<file path="config.mk">
export PLATFORM = sky130hd
export DESIGN_NAME = uart_loopback_buf
export DESIGN_NICKNAME = d
export VERILOG_FILES = /design/src/rtl/uart_lb_pkg.sv /design/src/rtl/lb_word_fifo.sv /design/src/rtl/uart_data_rx.sv /design/src/rtl/uart_data_tx.sv /design/src/rtl/uart_loopback_buf.sv
export SDC_FILE = /design/constraint.sdc
export NUM_CORES = 1
export LEC_CHECK = 0
export ABC_AREA = 1
export ABC_CLOCK_PERIOD_IN_PS = 40800
export BUFFER_PORTS_ARGS = -buffer_cell sky130_fd_sc_hd__buf_2
export CORE_UTILIZATION = 57
export DETAILED_ROUTE_END_ITERATION = 12
export MAX_ROUTING_LAYER = met4
export PLACE_DENSITY = 0.7
export SLEW_MARGIN = 20
export SYNTH_ARGS = -nofsm -noshare
export SYNTH_HDL_FRONTEND = slang
export SYNTH_SLANG_ARGS = --single-unit
</file>
<file path="constraint.sdc">
create_clock -name clk -period 40.8 [get_ports clk]
set_clock_uncertainty 0.2 [all_clocks]
set_input_delay 4.08 -clock clk [delete_from_list [all_inputs] [get_ports clk]]
set_output_delay 4.08 -clock clk [all_outputs]
set_load 0.01 [all_outputs]
</file>
<file path="src/rtl/uart_lb_pkg.sv">
// Shared types and constants for the buffered UART loopback: baud codes,
// drain FSM states, statistics width and the baud-code to bit-divisor helper.
package uart_lb_pkg;

  localparam logic [2:0] BAUD_9600   = 3'd0;
  localparam logic [2:0] BAUD_19200  = 3'd1;
  localparam logic [2:0] BAUD_38400  = 3'd2;
  localparam logic [2:0] BAUD_57600  = 3'd3;
  localparam logic [2:0] BAUD_115200 = 3'd4;

  localparam int STAT_W = 16;
  localparam int DIV_W  = 16;

  typedef enum logic [2:0] {IDLE, LOAD, SEND, WAIT, GAP} lb_state_t;

  // Clock cycles per serial bit; unknown codes fall back to 115200.
  function automatic logic [DIV_W-1:0] baud_div(input logic [2:0] code, input int clk_hz);
    int rate;
    case (code)
      BAUD_9600:  rate = 9600;
      BAUD_19200: rate = 19200;
      BAUD_38400: rate = 38400;
      BAUD_57600: rate = 57600;
      default:    rate = 115200;
    endcase
    return DIV_W'(clk_hz / rate);
  endfunction

endpackage

</file>
<file path="src/rtl/lb_word_fifo.sv">
// Synchronous word FIFO with registered occupancy; a push into a full FIFO is
// accepted only when a pop happens in the same cycle.
module lb_word_fifo #(
  parameter int DATA_WIDTH = 32,
  parameter int DEPTH      = 8
) (
  input  logic                     clk,
  input  logic                     reset_n,
  input  logic                     push,
  input  logic [DATA_WIDTH-1:0]    wdata,
  input  logic                     pop,
  output logic [DATA_WIDTH-1:0]    rdata,
  output logic                     full,
  output logic                     empty,
  output logic [$clog2(DEPTH):0]   level
);
  localparam int AW = $clog2(DEPTH);
  localparam int LW = AW + 1;

  logic [DATA_WIDTH-1:0] mem [DEPTH];
  logic [AW-1:0]         wr_ptr;
  logic [AW-1:0]         rd_ptr;
  logic                  do_push;
  logic                  do_pop;

  assign full    = (level == LW'(DEPTH));
  assign empty   = (level == '0);
  assign do_pop  = pop && !empty;
  assign do_push = push && (!full || do_pop);
  assign rdata   = mem[rd_ptr];

  always_ff @(posedge clk) begin
    if (do_push) mem[wr_ptr] <= wdata;
  end

  // Pointers wrap naturally because DEPTH is a power of two.
  always_ff @(posedge clk or negedge reset_n) begin
    if (!reset_n) begin
      wr_ptr <= '0;
      rd_ptr <= '0;
      level  <= '0;
    end else begin
      if (do_push) wr_ptr <= wr_ptr + 1'b1;
      if (do_pop)  rd_ptr <= rd_ptr + 1'b1;
      case ({do_push, do_pop})
        2'b10:   level <= level + 1'b1;
        2'b01:   level <= level - 1'b1;
        default: level <= level;
      endcase
    end
  end

endmodule

</file>
<file path="src/rtl/uart_data_rx.sv">
// Multi-byte UART receiver: 8N1 bytes assembled into a DATA_WIDTH word, rx_done
// pulses with the complete word; timeout pulses if a partial word stalls 16 bit times.
module uart_data_rx #(
  parameter int DATA_WIDTH = 32,
  parameter bit MSB_FIRST  = 0,
  parameter int DIV_W      = 16
) (
  input  logic                  clk,
  input  logic                  reset_n,
  input  logic [DIV_W-1:0]      bit_div,
  input  logic                  uart_rx,
  output logic [DATA_WIDTH-1:0] data,
  output logic                  rx_done,
  output logic                  timeout
);
  localparam int NB   = DATA_WIDTH / 8;
  localparam int BN_W = $clog2(NB + 1);
  localparam int TO_W = DIV_W + 4;

  logic [1:0]       sync;
  logic             rx_s;
  logic             busy;
  logic [DIV_W-1:0] cnt;
  logic [3:0]       bit_idx;
  logic [7:0]       sh;
  logic [BN_W-1:0]  nbyte;
  logic [BN_W-1:0]  slot;
  logic [TO_W-1:0]  idle_cnt;

  assign rx_s = sync[1];
  assign slot = MSB_FIRST ? (BN_W'(NB - 1) - nbyte) : nbyte;

  // bit_idx 0 = start-bit check at mid-bit, 1..8 = data, 9 = stop bit.
  always_ff @(posedge clk or negedge reset_n) begin
    if (!reset_n) begin
      sync     <= 2'b11;
      busy     <= 1'b0;
      cnt      <= '0;
      bit_idx  <= '0;
      sh       <= '0;
      nbyte    <= '0;
      idle_cnt <= '0;
      data     <= '0;
      rx_done  <= 1'b0;
      timeout  <= 1'b0;
    end else begin
      sync    <= {sync[0], uart_rx};
      rx_done <= 1'b0;
      timeout <= 1'b0;
      if (!busy) begin
        if (!rx_s) begin
          busy     <= 1'b1;
          cnt      <= (bit_div >> 1) - 1'b1;
          bit_idx  <= '0;
          idle_cnt <= '0;
        end else if (nbyte != '0) begin
          if (idle_cnt == {bit_div, 4'b0000}) begin
            timeout  <= 1'b1;
            nbyte    <= '0;
            idle_cnt <= '0;
          end else begin
            idle_cnt <= idle_cnt + 1'b1;
          end
        end
      end else if (cnt != '0) begin
        cnt <= cnt - 1'b1;
      end else begin
        cnt <= bit_div - 1'b1;
        if (bit_idx == 4'd0) begin
          if (rx_s) busy <= 1'b0;
          else      bit_idx <= 4'd1;
        end else if (bit_idx != 4'd9) begin
          sh      <= {rx_s, sh[7:1]};
          bit_idx <= bit_idx + 1'b1;
        end else begin
          busy <= 1'b0;
          if (rx_s) begin
            data[slot*8 +: 8] <= sh;
            if (nbyte == BN_W'(NB - 1)) begin
              nbyte   <= '0;
              rx_done <= 1'b1;
            end else begin
              nbyte <= nbyte + 1'b1;
            end
          end
        end
      end
    end
  end

endmodule

</file>
<file path="src/rtl/uart_data_tx.sv">
// Multi-byte UART transmitter: send_en latches a DATA_WIDTH word and shifts it
// out as DATA_WIDTH/8 back-to-back 8N1 frames; tx_done pulses after the last stop bit.
module uart_data_tx #(
  parameter int DATA_WIDTH = 32,
  parameter bit MSB_FIRST  = 0,
  parameter int DIV_W      = 16
) (
  input  logic                  clk,
  input  logic                  reset_n,
  input  logic [DIV_W-1:0]      bit_div,
  input  logic                  send_en,
  input  logic [DATA_WIDTH-1:0] data,
  output logic                  uart_tx,
  output logic                  tx_done,
  output logic                  busy
);
  localparam int NB   = DATA_WIDTH / 8;
  localparam int FB   = NB * 10;
  localparam int BC_W = $clog2(FB + 1);

  logic [FB-1:0]    frame;
  logic [FB-1:0]    sh;
  logic [DIV_W-1:0] cnt;
  logic [BC_W-1:0]  nbits;

  // Whole word pre-framed so that shifting right emits start, data LSB first, stop.
  always_comb begin
    frame = '1;
    for (int k = 0; k < NB; k++) begin
      frame[k*10 +: 10] = {1'b1, data[(MSB_FIRST ? (NB - 1 - k) : k)*8 +: 8], 1'b0};
    end
  end

  assign uart_tx = sh[0];

  always_ff @(posedge clk or negedge reset_n) begin
    if (!reset_n) begin
      sh      <= '1;
      busy    <= 1'b0;
      cnt     <= '0;
      nbits   <= '0;
      tx_done <= 1'b0;
    end else begin
      tx_done <= 1'b0;
      if (!busy) begin
        if (send_en) begin
          sh    <= frame;
          busy  <= 1'b1;
          cnt   <= bit_div - 1'b1;
          nbits <= BC_W'(FB - 1);
        end
      end else if (cnt != '0) begin
        cnt <= cnt - 1'b1;
      end else if (nbits == '0) begin
        busy    <= 1'b0;
        tx_done <= 1'b1;
        sh      <= '1;
      end else begin
        sh    <= {1'b1, sh[FB-1:1]};
        nbits <= nbits - 1'b1;
        cnt   <= bit_div - 1'b1;
      end
    end
  end

endmodule

</file>
<file path="src/rtl/uart_loopback_buf.sv">
// Buffered UART loopback: received words queue in a FIFO and a drain FSM replays
// them on uart_tx. Define UART_LOOPBACK_STATS_EN to add rx_count/tx_count ports.
module uart_loopback_buf
  import uart_lb_pkg::*;
#(
  parameter int         CLK_HZ       = 50_000_000,
  parameter int         DATA_WIDTH   = 32,
  parameter bit         MSB_FIRST    = 0,
  parameter int         DEPTH        = 8,
  parameter int         GAP_CYCLES   = 0,
  parameter logic [2:0] BAUD_DEFAULT = BAUD_115200
) (
  input  logic                   clk,
  input  logic                   reset_n,
  input  logic                   uart_rx,
  input  logic [2:0]             baud_set,
  input  logic                   loop_en,
  input  logic                   clr_flags,
  output logic                   uart_tx,
  output logic [$clog2(DEPTH):0] fifo_level,
  output logic [3:0]             flag,
`ifdef UART_LOOPBACK_STATS_EN
  output logic [STAT_W-1:0]      rx_count,
  output logic [STAT_W-1:0]      tx_count,
`endif
  output lb_state_t              state_dbg
);
  localparam int GAP_W = (GAP_CYCLES > 1) ? $clog2(GAP_CYCLES) : 1;

  lb_state_t             state;
  logic [2:0]            baud_q;
  logic [DIV_W-1:0]      bit_div;
  logic [DATA_WIDTH-1:0] rx_data;
  logic                  rx_done;
  logic                  rx_timeout;
  logic                  tx_done;
  logic                  tx_busy;
  logic [DATA_WIDTH-1:0] fifo_rdata;
  logic                  full;
  logic                  empty;
  logic                  pop;
  logic                  push_acc;
  logic                  ovf;
  logic                  send_en;
  logic [DATA_WIDTH-1:0] tx_word;
  logic [GAP_W-1:0]      gap_cnt;

  assign bit_div   = baud_div(baud_q, CLK_HZ);
  assign pop       = (state == LOAD);
  assign push_acc  = rx_done && (!full || pop);
  assign flag      = {ovf, tx_busy, tx_done, rx_timeout};
  assign state_dbg = state;

  uart_data_rx #(.DATA_WIDTH(DATA_WIDTH), .MSB_FIRST(MSB_FIRST), .DIV_W(DIV_W)) u_rx (
    .clk(clk), .reset_n(reset_n), .bit_div(bit_div), .uart_rx(uart_rx),
    .data(rx_data), .rx_done(rx_done), .timeout(rx_timeout)
  );

  lb_word_fifo #(.DATA_WIDTH(DATA_WIDTH), .DEPTH(DEPTH)) u_fifo (
    .clk(clk), .reset_n(reset_n), .push(rx_done), .wdata(rx_data), .pop(pop),
    .rdata(fifo_rdata), .full(full), .empty(empty), .level(fifo_level)
  );

  uart_data_tx #(.DATA_WIDTH(DATA_WIDTH), .MSB_FIRST(MSB_FIRST), .DIV_W(DIV_W)) u_tx (
    .clk(clk), .reset_n(reset_n), .bit_div(bit_div), .send_en(send_en), .data(tx_word),
    .uart_tx(uart_tx), .tx_done(tx_done), .busy(tx_busy)
  );

  // Baud only moves while nothing is queued or in flight, so no word straddles a rate change.
  always_ff @(posedge clk or negedge reset_n) begin
    if (!reset_n) begin
      state   <= IDLE;
      send_en <= 1'b0;
      tx_word <= '0;
      gap_cnt <= '0;
      baud_q  <= BAUD_DEFAULT;
    end else begin
      send_en <= 1'b0;
      if (state == IDLE && empty) baud_q <= baud_set;
      case (state)
        IDLE: if (!empty && loop_en) state <= LOAD;
        LOAD: begin
          tx_word <= fifo_rdata;
          send_en <= 1'b1;
          state   <= SEND;
        end
        SEND: state <= WAIT;
        WAIT: if (tx_done) begin
          if (GAP_CYCLES > 0) begin
            gap_cnt <= GAP_W'(GAP_CYCLES - 1);
            state   <= GAP;
          end else begin
            state <= IDLE;
          end
        end
        GAP: begin
          if (gap_cnt == '0) state <= IDLE;
          else               gap_cnt <= gap_cnt - 1'b1;
        end
        default: state <= IDLE;
      endcase
    end
  end

  // Clear beats a same-cycle overflow so software never loses a pending clear.
  always_ff @(posedge clk or negedge reset_n) begin
    if (!reset_n)                      ovf <= 1'b0;
    else if (clr_flags)                ovf <= 1'b0;
    else if (rx_done && full && !pop)  ovf <= 1'b1;
  end

`ifdef UART_LOOPBACK_STATS_EN
  always_ff @(posedge clk or negedge reset_n) begin
    if (!reset_n) begin
      rx_count <= '0;
      tx_count <= '0;
    end else if (clr_flags) begin
      rx_count <= '0;
      tx_count <= '0;
    end else begin
      if (push_acc && rx_count != '1) rx_count <= rx_count + 1'b1;
      if (tx_done && tx_count != '1)  tx_count <= tx_count + 1'b1;
    end
  end
`else
  logic unused_push_acc;
  assign unused_push_acc = push_acc;
`endif

endmodule
</file>
After elaboration in Yosys (flattened, before gate mapping)
Memories as Yosys holds them, arrays and structs flattened. A register that Yosys moved wholly into a read port is not among the register bits.
Index checks and enable logic that the tools add are counted.
{ "op_classes": {"magnitude_cmp": 0, "n_mux": 68, "n_addsub": 14, "n_div": 1, "n_eq_ne": 26, "n_mul": 0, "n_shift": 2, "reduce_logical": 33, "bitwise_logic": 4} }
{ "op_table": {"columns": ["op", "n"], "rows": [
  ["40-bit 2-to-1 mux", 3],
  ["16-bit 2-to-1 mux", 7],
  ["17-bit case mux with 4 select lines", 1],
  ["20-bit 2-to-1 mux", 3],
  ["16-bit by 1-bit subtractor with 16-bit output (second input constant)", 3],
  ["39-bit 2-to-1 mux", 1],
  ["3-bit 2-to-1 mux", 12],
  ["6-bit negator with 34-bit output", 1],
  ["8-bit by 34-bit variable shift with 32-bit output (first input constant)", 1],
  ["8-bit by 34-bit indexed part select with 32-bit output", 1],
  ["32-bit bitwise mux", 1],
  ["27-bit by 32-bit divider with 32-bit output (first input constant)", 1],
  ["16-bit nonzero test", 2],
  ["1-bit 2-to-1 mux", 28],
  ["4-bit 2-to-1 mux", 6],
  ["6-bit 2-to-1 mux", 4],
  ["20-bit by 1-bit adder with 20-bit output (second input constant)", 1],
  ["20-bit equality test", 1],
  ["2-bit inequality test (second input constant)", 9],
  ["15-bit by 1-bit subtractor with 16-bit output (second input constant)", 1],
  ["3-bit by 2-bit equality test with 1-bit output (second input constant)", 5],
  ["3-bit case mux with 5 select lines", 1],
  ["2-bit nonzero test", 5],
  ["3-bit by 1-bit adder with 3-bit output (second input constant)", 3],
  ["26 further kinds", 47]
]} }
{ "word_totals": {"n_memories": 1, "reg_bits": 171, "latchBits": 0, "ram_bits": 256, "mem_bits_ro": 0, "elab_cells": 172} }
{ "mem_list": {"columns": ["memory", "words", "width", "rd", "rd_ports_with_merged_regs", "wr", "line", "text"], "rows": [
  ["u_fifo.mem", 8, 32, 1, 1, 1, "lb_word_fifo.sv:20", "logic [DATA_WIDTH-1:0] mem [DEPTH];"]
]} }

Logic depth before layout (Yosys ltp)
Gate-level depths: netlist of run 1.
{ "depth": {"ltp_word": 8, "depth_mapped": 250, "ltp_nobuf": 231} }

Modules after synthesis
Synthesis of run 1 repeated with hierarchy kept, for this count alone.
{ "unflattened": {"cells_unflattened": 3965, "hier_area_um2": 31880.6} }
{ "by_module_without_submodules": {"columns": ["module", "n_inst", "cells_per_inst", "area_per_inst_um2"], "rows": [
  ["uart_loopback_buf", 1, 2002, 12258.0],
  ["lb_word_fifo", 1, 795, 10572.6],
  ["uart_data_rx", 1, 660, 5109.9],
  ["uart_data_tx", 1, 508, 3940.0]
]} }

Least setup slack after synthesis of run 1
Ideal clock, no wire load.
{ "synth_timing": {"kind": "reg2reg", "startpoint": "register baud_q[2]", "endpoint": "register u_rx.cnt[6]", "path_slack_ns": 9.606, "arrival_ns": 30.906, "period_less_slack_ns": 31.194, "n_path_buf": 19, "setup_ns": 0.087, "path_stages_with_launch": 240, "cell_sequence": "dfstp_2 > buf_6 > inv_4 > nand2_2 > clkbuf_1 > nand2_1 > inv_1 > ha_1 > ha_1 > nor2_1 > o21ai_0 > xnor2_1 > inv_1 > nand2_1 > inv_1 > ha_1 > a21oi_1 > o21a_1 > [... 204 more ...] > o21ai_0 > ha_1 > a21oi_1 > nor2_1 > a211oi_1 > o22ai_1 > nor2_1 > nand3_1 > nand2_1 > nand3_2 > inv_1 > ha_1 > inv_1 > nor2_1 > nand2_1 > xor2_1 > nand2_1 > a22oi_1"} }
{ "synth_between": {"elab_chain_cells": 6, "elab_cells_between_ends": 11} }
{ "synth_rtl": {"columns": ["item", "line", "text"], "rows": [
  ["from (decl)", "uart_loopback_buf.sv:31", "logic [2:0] baud_q;"],
  ["from (signal assigned)", "uart_loopback_buf.sv:79", "if (state == IDLE && empty) baud_q <= baud_set;"],
  ["3-bit by 2-bit equality test with 1-bit output, or another cell as far along", "uart_lb_pkg.sv:19", "case (code)"],
  ["17-bit case mux with 4 select lines (*)", "uart_lb_pkg.sv:19", null],
  ["27-bit by 32-bit divider with 32-bit output (*)", "uart_lb_pkg.sv:26", "return DIV_W'(clk_hz / rate);"],
  ["16-bit by 1-bit subtractor with 16-bit output / 15-bit by 1-bit subtractor with 16-bit output (equally long branches)", "uart_data_rx.sv:68, uart_data_rx.sv:53", null],
  ["16-bit 2-to-1 mux (on tied branches)", "uart_data_rx.sv:65, uart_data_rx.sv:51", null],
  ["16-bit 2-to-1 mux (*)", "uart_data_rx.sv:50", "if (!busy) begin"],
  ["to (signal assigned)", "uart_data_rx.sv:53", "cnt <= (bit_div >> 1) - 1'b1;"],
  ["to (signal assigned)", "uart_data_rx.sv:66", "cnt <= cnt - 1'b1;"],
  ["to (signal assigned)", "uart_data_rx.sv:68", "cnt <= bit_div - 1'b1;"],
  ["to (decl)", "uart_data_rx.sv:23", "logic [DIV_W-1:0] cnt;"]
]} }
Mark *: on every way between the ends. The rest lies on a longest branch, timed or not. The select of a mux whose other input is x is not followed.
A chain may end at the register's enable or synchronous reset.

Final worst setup path of run 1
{ "layout_timing": {"startpoint": "register baud_q[0]", "endpoint": "register u_rx.cnt[6]"} }
Same word-level chain as after synthesis.

==> results of run 1 <==
## flip-flops by register name, summed over array words and instances (netlist names), 2 cells and up
register	count
u_fifo.mem	256
u_tx.sh	39
tx_word	32
u_rx.data	32
u_rx.idle_cnt	20
u_rx.cnt	16
u_tx.cnt	16
u_rx.sh	8
u_tx.nbits	6
u_fifo.level	4
u_rx.bit_idx	4
baud_q	3
u_fifo.rd_ptr	3
u_fifo.wr_ptr	3
u_rx.nbyte	3
state_dbg	2
u_rx.sync	2
## power by group through the flow
stage / Combinational (mW) / Sequential [mW] / Clock [mW]
after floorplan: 0.0350 / 0.503 / 0
after global placement: 0.0448 / 0.505 / 0
after detailed placement: 0.0467 / 0.505 / 0
after CTS: 0.0470 / 0.496 / 0.398
after global routing: 0.0539 / 0.497 / 0.415
final: 0.0474 / 0.496 / 0.394
## Yosys cell counts, types with 6 or more instances
library cell	count	share of area
sky130_fd_sc_hd__a211oi_1	6	0.0015
sky130_fd_sc_hd__clkbuf_8	14	0.0063
sky130_fd_sc_hd__o211ai_1	18	0.0044
sky130_fd_sc_hd__nand3_4	8	0.0046
sky130_fd_sc_hd__a22oi_1	14	0.0034
sky130_fd_sc_hd__clkinv_1	6	0.00074
sky130_fd_sc_hd__o221ai_1	66	0.019
sky130_fd_sc_hd__o31ai_1	6	0.0015
sky130_fd_sc_hd__xor2_1	96	0.027
sky130_fd_sc_hd__nor2_4	20	0.0074
sky130_fd_sc_hd__xnor2_1	34	0.0097
sky130_fd_sc_hd__o21ai_2	7	0.0020
sky130_fd_sc_hd__nor2_1	403	0.049
sky130_fd_sc_hd__nand3_2	40	0.013
sky130_fd_sc_hd__o21bai_1	12	0.0029
sky130_fd_sc_hd__o22ai_1	17	0.0035
sky130_fd_sc_hd__or2_2	12	0.0025
sky130_fd_sc_hd__inv_2	13	0.0016
sky130_fd_sc_hd__buf_6	17	0.0063
sky130_fd_sc_hd__nor3_1	46	0.0075
sky130_fd_sc_hd__nand2_2	70	0.014
sky130_fd_sc_hd__inv_1	386	0.047
sky130_fd_sc_hd__nor2_2	21	0.0043
sky130_fd_sc_hd__nand3_1	216	0.035
sky130_fd_sc_hd__nand4_1	56	0.011
sky130_fd_sc_hd__buf_4	9	0.0022
sky130_fd_sc_hd__mux2_2	7	0.0026
sky130_fd_sc_hd__dfrtp_1	158	0.13
sky130_fd_sc_hd__o21ai_0	388	0.063
sky130_fd_sc_hd__nand2_4	22	0.0081
sky130_fd_sc_hd__ha_1	153	0.063
sky130_fd_sc_hd__nor4_1	8	0.0016
sky130_fd_sc_hd__o21ai_1	10	0.0016
sky130_fd_sc_hd__dfstp_2	42	0.036
sky130_fd_sc_hd__clkbuf_1	87	0.011
sky130_fd_sc_hd__a21oi_1	154	0.025
sky130_fd_sc_hd__o22ai_2	10	0.0041
sky130_fd_sc_hd__edfxtp_1	256	0.25
sky130_fd_sc_hd__nand2_1	688	0.084
sky130_fd_sc_hd__a31oi_1	23	0.0047
sky130_fd_sc_hd__nand3b_1	18	0.0044
## layout make-up
| class | count | area, um^2 |
|---|---|---|
| repair buffers | 53 | 363 |
| multi-input cells | 2707 | 15600 |
| fillers | 4623 | 20300 |
| flip-flops and latches | 456 | 12700 |
| clock buffers | 63 | 1220 |
| well taps | 688 | 861 |
| clock inverters | 17 | 156 |
| inverters | 408 | 1540 |
## per-layer routing
| metal | GRT usage | vias up | part of all wire |
|---|---|---|---|
| met5 | - | - | 0 |
| met4 | 0.170 | 0 | 0.055 |
| met3 | 0.0287 | 255 | 0.054 |
| met2 | 0.554 | 918 | 0.49 |
| met1 | 0.387 | 12600 | 0.41 |
| li1 | - | 12500 | - |
## worst max-delay path by stage
stage | from | end | slack, ns | cells past startpoint
3_5_place_dp | baud_q[0] | u_rx.cnt[6] | 5.11 | 216
5_1_grt | baud_q[0] | u_tx.cnt[6] | 0.93 | 217
6_report | baud_q[0] | u_rx.cnt[6] | 4.51 | 217
2_1_floorplan | baud_q[2] | u_rx.cnt[6] | 9.61 | 239
4_1_cts | baud_q[0] | u_rx.cnt[6] | 5.01 | 217
3_3_place_gp | baud_q[0] | u_rx.cnt[6] | 6.42 | 217
## through the flow
stage                     power, mW   util
after detailed placement      0.552  0.589
after CTS                     0.940  0.615
final                         0.938  0.615
after floorplan               0.538      -
after global routing          0.965  0.615
after global placement        0.549  0.589
## kinds of logic after synthesis
kind of cell | after synthesis | synth area share
AO/OA/AOI/OAI | 760 | 0.146
AND/OR/NAND/NOR | 1646 | 0.255
other | 2 | 0.000245
buffers and inverters | 547 | 0.0789
adder cells (fa/ha/maj) | 155 | 0.0638
multiplexers | 8 | 0.00290
flip-flops | 456 | 0.416
XOR/XNOR | 130 | 0.0372
## worst max-delay path: cells and delay by family (launching register included)
kind | cells | cell delay (ns)
xor+xnor | 3 | 0.52
fa+ha+maj | 20 | 6.75
flops | 1 | 0.59
compound gates | 65 | 10.30
buf+inv | 30 | 4.23
simple gates | 99 | 13.51
==> key figures, run 1 <==
Status
  – Result of the run: finished, final reports clean

Power and ir drop
  – Pwr/cell area: 28.9 nW/um^2
  – Worst IR drop on VDD: 0.0000290 V
  – Internal power contribution: 0.730 mW
  – Leakage component of the power: 13.7 nW
  – Gate power share: 0.051
  – Sw Ratio: 0.222
  – Portion of total power attributed to sequential cells: 0.529
  – Switching component of the power: 0.208 mW
  – Clk pwr share: 0.420

Critical path
  – Cell depth of the worst flop-to-flop path: 217
  – Setup crit start kind: flip-flop
  – Setup CP Type: reg2reg
  – Terminus of the critical flop-to-flop path: u_rx.cnt[6]
  – Required time at the endpoint of the critical path: 41.08 ns
  – Worst-path fanout max: 26
  – Setup slack, reg-to-reg: 4.51 ns
  – Worst path arrival time: 36.58 ns
  – RR Startpoint: baud_q[0]
  – Maximum single-stage delay on the critical path: 0.66 ns
  – Master of the slowest instance on the critical path: sky130_fd_sc_hd__nor2_1
  – Cell occurring most often along the worst timing path: sky130_fd_sc_hd__nand2_1
  – Endpoint type of the worst setup path: flip-flop

Synth
  – Distinct cells, synth: 76
  – Number of instances in the synthesized netlist: 3704
  – Most used flip-flop cell after synthesis: sky130_fd_sc_hd__edfxtp_1
  – Number of flops mapped to enable cells by yosys: 256
  – Number of synthesized register bits: 456
  – Area of the mapped netlist: 30600 um^2
  – Fraction of registers with async set/reset: 0.439
  – Fraction of the yosys area taken by sequential cells: 0.416
  – Number of warnings issued by yosys: 0
  – Mean post-synth cell area: 8.27 um^2

Final layout
  – Post-layout instance count excluding filler cells: 4392
  – Final design instance area without fill: 32400 um^2
  – Most common cell after layout, fill and taps aside: sky130_fd_sc_hd__nand2_1
  – Area overhead of the layout relative to synthesis: 5.99%
  – Commonest cells after routing, fill and taps aside: sky130_fd_sc_hd__nand2_1 (688), sky130_fd_sc_hd__nor2_1 (394), sky130_fd_sc_hd__o21ai_0 (386)
  – Layout net count: 3832
  – Diode count: 0
  – Layout cell share with drive strength beyond 1: 0.114

Timing
  – Final setup vio count: 0
  – Worst-case setup margin in the final layout: 4.51 ns
  – Achievable clock frequency: 0.0276 GHz
  – Final Hold Viols: 0
  – Transition time of the tightest slew-check pin: 1.11 ns
  – RSZ-0062 raised after global routing: no
  – Post-route minimum period: 36.29 ns
  – Worst hold margin: 0.155 ns
  – Final Cycle Share: 0.890
  – Final Slew Violations: 0
  – Worst-case headroom to the max-slew limit: 0.263
  – Sum Neg Setup Slack: 0 ns

GRT
  – First-pass GRT wire length: 136000 um
  – Total global routing track utilization: 0.327
  – Maximum number of pins on one net before global-route repair: 97
  – Gr ovfl total: 0
  – Number of global-route vias before repair: 25.9k
  – Number of antenna violations at the first check in global routing: 0

Placed design
  – Pre-CTS setup slack: 5.11 ns
  – Placed Instance Area: 31100 um^2
  – Sum of net half-perimeters after detailed placement: 59000 um
  – Weighted congestion at the end of routability-driven global placement: 0.942
  – Port Buffers: 18
  – Placed cell count: 4312

Min path
  – Min-Delay Path Class: reg2reg
  – End point of the most critical hold path: u_rx.sync[1]
  – Hold depth: 0
  – Hold_sp: u_rx.sync[0]

Clock network
  – Clock latency on the worst-skew pair: 0.57 ns
  – Setup Buffers After CTS: 0
  – Number of buffers inserted by hold repair at cts: 0
  – Clock transition time at the flip-flop clock pins of the worst setup and hold paths: 0.06 ns
  – Clock tree from TritonCTS: done
  – Number of buffers created by CTS: 43
  – Clock sink total: 456
  – CTS H-tree depth: 2
  – Post-cts sizing count: 0
  – Clock Tree Buf Depth: 3
  – Root Driver: sky130_fd_sc_hd__clkbuf_16

Drt
  – Average wire length per cell after detail routing: 19.5 um
  – Vias after detailed routing: 26.3k
  – First-pass iteration count of the detailed router: 7
  – Number of violations reported at the end of detailed-routing iteration 0: 1905
  – Routed via count divided by cell count: 5.98
  – Detailed-route wire length: 85700 um
  – DRC violations left: 0
  – Antenna Nets Post-Route: 0

Die
  – Boundary Pins: 20
  – Die area: 54600 um^2
  – Starting Density: 0.580
  – Core box area: 52800 um^2
  – Cell Rows: 84
  – Die Height: 234 um
  – Die X-Extent: 234 um

Run
  – Max-capacitance violation count: 0
No activity file was read; power rests on OpenSTA's default activity.
==> inputs of run 2 (changes only) <==
--- a/config.mk
+++ b/config.mk
@@ -11,7 +11,7 @@
 export CORE_UTILIZATION = 57
 export DETAILED_ROUTE_END_ITERATION = 12
 export MAX_ROUTING_LAYER = met4
-export PLACE_DENSITY = 0.7
+export PLACE_DENSITY = 0.71
 export SLEW_MARGIN = 20
 export SYNTH_ARGS = -nofsm -noshare
 export SYNTH_HDL_FRONTEND = slang
==> run 2 against run 1 <==
Net effect: highest routed layer unchanged; fmax is 0.85% higher; global-route usage is 2.1 points lower; cell area is 0.78% higher; sequential power hardly changed; non-clock buffer count stayed put; power is 5.4% higher; hold slack better by 0.020 ns; largest power group unchanged; cell count is 0.14% higher; sequential share of layout area is 0.30 points lower; die area stayed put.
==> key figures, run 2 (synthesized netlist as in run 1, its figures left out) <==
Final layout
  – Max reg flops: 256 (unchanged)
  – Commonest cells after routing, fill and taps aside: sky130_fd_sc_hd__nand2_1 (688), sky130_fd_sc_hd__nor2_1 (393), sky130_fd_sc_hd__o21ai_0 (386)
  – Layout cell share with drive strength beyond 1: 0.118 (+0.00359)
  – Area overhead of the layout relative to synthesis: 6.81%
  – Layout net count: 3835 (+0.078%)
  – Reg with most FFs: u_fifo.mem
  – Final design instance area without fill: 32700 um^2 (+0.78%)
  – Diode count: 0 (unchanged)
  – Biggest regs: u_fifo.mem: 256 flops, u_tx.sh: 39 flops
  – Most common cell after layout, fill and taps aside: sky130_fd_sc_hd__nand2_1
  – Final design utilization: 0.620 (+0.00479)

GRT
  – Most congested layer reported by global routing: met2
  – Gr ovfl total: 0 (unchanged)
  – Total global routing track utilization: 0.306 (-0.0210)
  – First-pass GRT wire length: 128000 um (-6.2%)
  – Met3 demand-to-capacity share in global routing: 0.0294 (+0.000730)
  – Met2 usage: 0.509 (-0.0447)
  – Maximum number of pins on one net before global-route repair: 92 (-5.2%)
  – Number of antenna violations at the first check in global routing: 0 (unchanged)
  – Number of global-route vias before repair: 24.1k (-7.0%)
  – Global routing usage on met1: 0.380 (-0.00742)

Clock network
  – Clock sink total: 456 (unchanged)
  – Setup Buffers After CTS: 0 (unchanged)
  – Clock Tree Buf Depth: 3 (unchanged)
  – Number of buffers inserted by hold repair at cts: 0 (unchanged)
  – Root Driver: sky130_fd_sc_hd__clkbuf_16
  – Post-cts sizing count: 0 (unchanged)
  – Clock tree from TritonCTS: done
  – Clock transition time at the flip-flop clock pins of the worst setup and hold paths: 0.07 ns (about the same)
  – CTS H-tree depth: 2 (unchanged)
  – Clock latency on the worst-skew pair: 0.58 ns (about the same)
  – Number of buffers created by CTS: 46 (+7.0%)

Critical path
  – Setup CP Type: reg2reg
  – Required time at the endpoint of the critical path: 41.09 ns (about the same)
  – Terminus of the critical flop-to-flop path: u_rx.cnt[6]
  – Worst-path fanout max: 37 (+42%)
  – WP buf/inv: 30 (unchanged)
  – Logic depth of the worst path, buffers included: 219 (+0.92%)
  – Master of the slowest instance on the critical path: sky130_fd_sc_hd__nor2_1
  – Cell depth of the worst flop-to-flop path: 219 (+0.92%)
  – Worst path arrival time: 36.28 ns (-0.30 ns)
  – Setup slack, reg-to-reg: 4.81 ns (+0.30 ns)
  – RR Startpoint: baud_q[1]
  – Maximum single-stage delay on the critical path: 0.60 ns (-0.06 ns)
  – Cell occurring most often along the worst timing path: sky130_fd_sc_hd__nand2_1
  – Endpoint type of the worst setup path: flip-flop
  – Setup crit start kind: flip-flop
  – Top Family by Delay on Critical Path: simple AND/OR/NAND/NOR gates

Timing
  – Sum Neg Setup Slack: 0 ns (unchanged)
  – Final setup vio count: 0 (unchanged)
  – RSZ-0062 raised after global routing: no
  – Post-route minimum period: 35.99 ns (-0.305 ns)
  – Achievable clock frequency: 0.0278 GHz (+0.85%)
  – Final Slew Violations: 0 (unchanged)
  – Worst-case setup margin in the final layout: 4.81 ns (+0.305 ns)
  – Final Hold Viols: 0 (unchanged)
  – Transition time of the tightest slew-check pin: 0.975 ns (-0.131 ns)
  – Final Cycle Share: 0.882 (-0.00747)
  – Worst-case headroom to the max-slew limit: 0.350 (+0.0873)

Placed design
  – Pre-CTS setup slack: 5.29 ns (+0.179 ns)
  – Sum of net half-perimeters after detailed placement: 54300 um (-8.1%)
  – Port Buffers: 18 (unchanged)
  – Placed Instance Area: 31100 um^2 (about the same)
  – Weighted congestion at the end of routability-driven global placement: 0.938 (-0.45%)

Status
  – Result of the run: finished, final reports clean

Drt
  – Detailed-route wire length: 80900 um (-5.5%)
  – Vias after detailed routing: 25.5k (-2.8%)
  – First-pass iteration count of the detailed router: 6 (-1)
  – Routed via count divided by cell count: 5.81 (-2.9%)
  – DRC violations left: 0 (unchanged)
  – Number of violations reported at the end of detailed-routing iteration 0: 1944 (+2.0%)
  – Antenna Nets Post-Route: 0 (unchanged)
  – Average wire length per cell after detail routing: 18.4 um (-5.7%)

Power and ir drop
  – Pwr/cell area: 30.2 nW/um^2 (+4.6%)
  – Worst IR drop on VDD: 0.0000298 V (+2.8%)
  – Leakage component of the power: 13.8 nW (+0.84%)

Min path
  – Hold_sp: u_rx.sync[0]
  – Hold depth: 0 (unchanged)
  – End point of the most critical hold path: u_rx.sync[1]
  – Min-Delay Path Class: reg2reg

Die
  – Die area: 54600 um^2 (unchanged)
  – Cell Rows: 84 (unchanged)
  – Core box area: 52800 um^2 (unchanged)
  – Boundary Pins: 20 (unchanged)
  – Die X-Extent: 234 um (unchanged)
  – Starting Density: 0.580 (unchanged)
  – Die Height: 234 um (unchanged)

Run
  – Max-capacitance violation count: 0 (unchanged)
## run 2: routing by layer
layer	up-vias	routed length (um)	part of all wire
met5	-	0	0
met4	0	3470	0.043
met3	182	4020	0.050
met2	781	38700	0.48
met1	12000	34800	0.43
li1	12600	-	-
## run 2: how the worst max path moves through the flow
stage                    from          end  slack (ns)
detailed placement  baud_q[1]  u_rx.cnt[6]        5.29
global route        baud_q[1]  u_rx.cnt[6]        0.89
CTS                 baud_q[1]  u_rx.cnt[6]        5.18
floorplan           baud_q[2]  u_rx.cnt[6]        9.61
finish              baud_q[1]  u_rx.cnt[6]        4.81
global placement    baud_q[1]  u_rx.cnt[6]        6.40
## run 2: power by group
group	internal, mW	total, mW	switching, mW
sequential	0.489	0.496	0.00648
clock	0.261	0.446	0.185
combinational	0.0182	0.0467	0.0286
## run 2: final cells by class
type | count | area (um^2)
clock buffers | 60 | 1310
fillers | 4610 | 20100
multi-input cells | 2707 | 15600
clock inverters | 26 | 315
repair buffers | 53 | 363
well taps | 688 | 861
flip-flops and latches | 456 | 12700
inverters | 408 | 1540
## run 2: worst reg2reg max path: cells and delay by family, from the launching register on
family	cells	cell delay [ns]
AO/OA/AOI/OAI	64	10.05
XOR/XNOR	3	0.50
adder cells (fa/ha/maj)	20	6.55
buffers and inverters	30	4.81
flip-flops	1	0.46
AND/OR/NAND/NOR	102	13.40
## run 2: through the flow
step | hold slack [ns] | power [mW] | std cells
2_1_floorplan | 0.145 | 0.538 | 3710
3_3_place_gp | 0.153 | 0.550 | 4312
3_5_place_dp | 0.157 | 0.550 | 4312
4_1_cts | 0.175 | 0.993 | 4398
5_1_grt | 0.171 | 1.02 | 4398
6_report | 0.175 | 0.989 | 4398
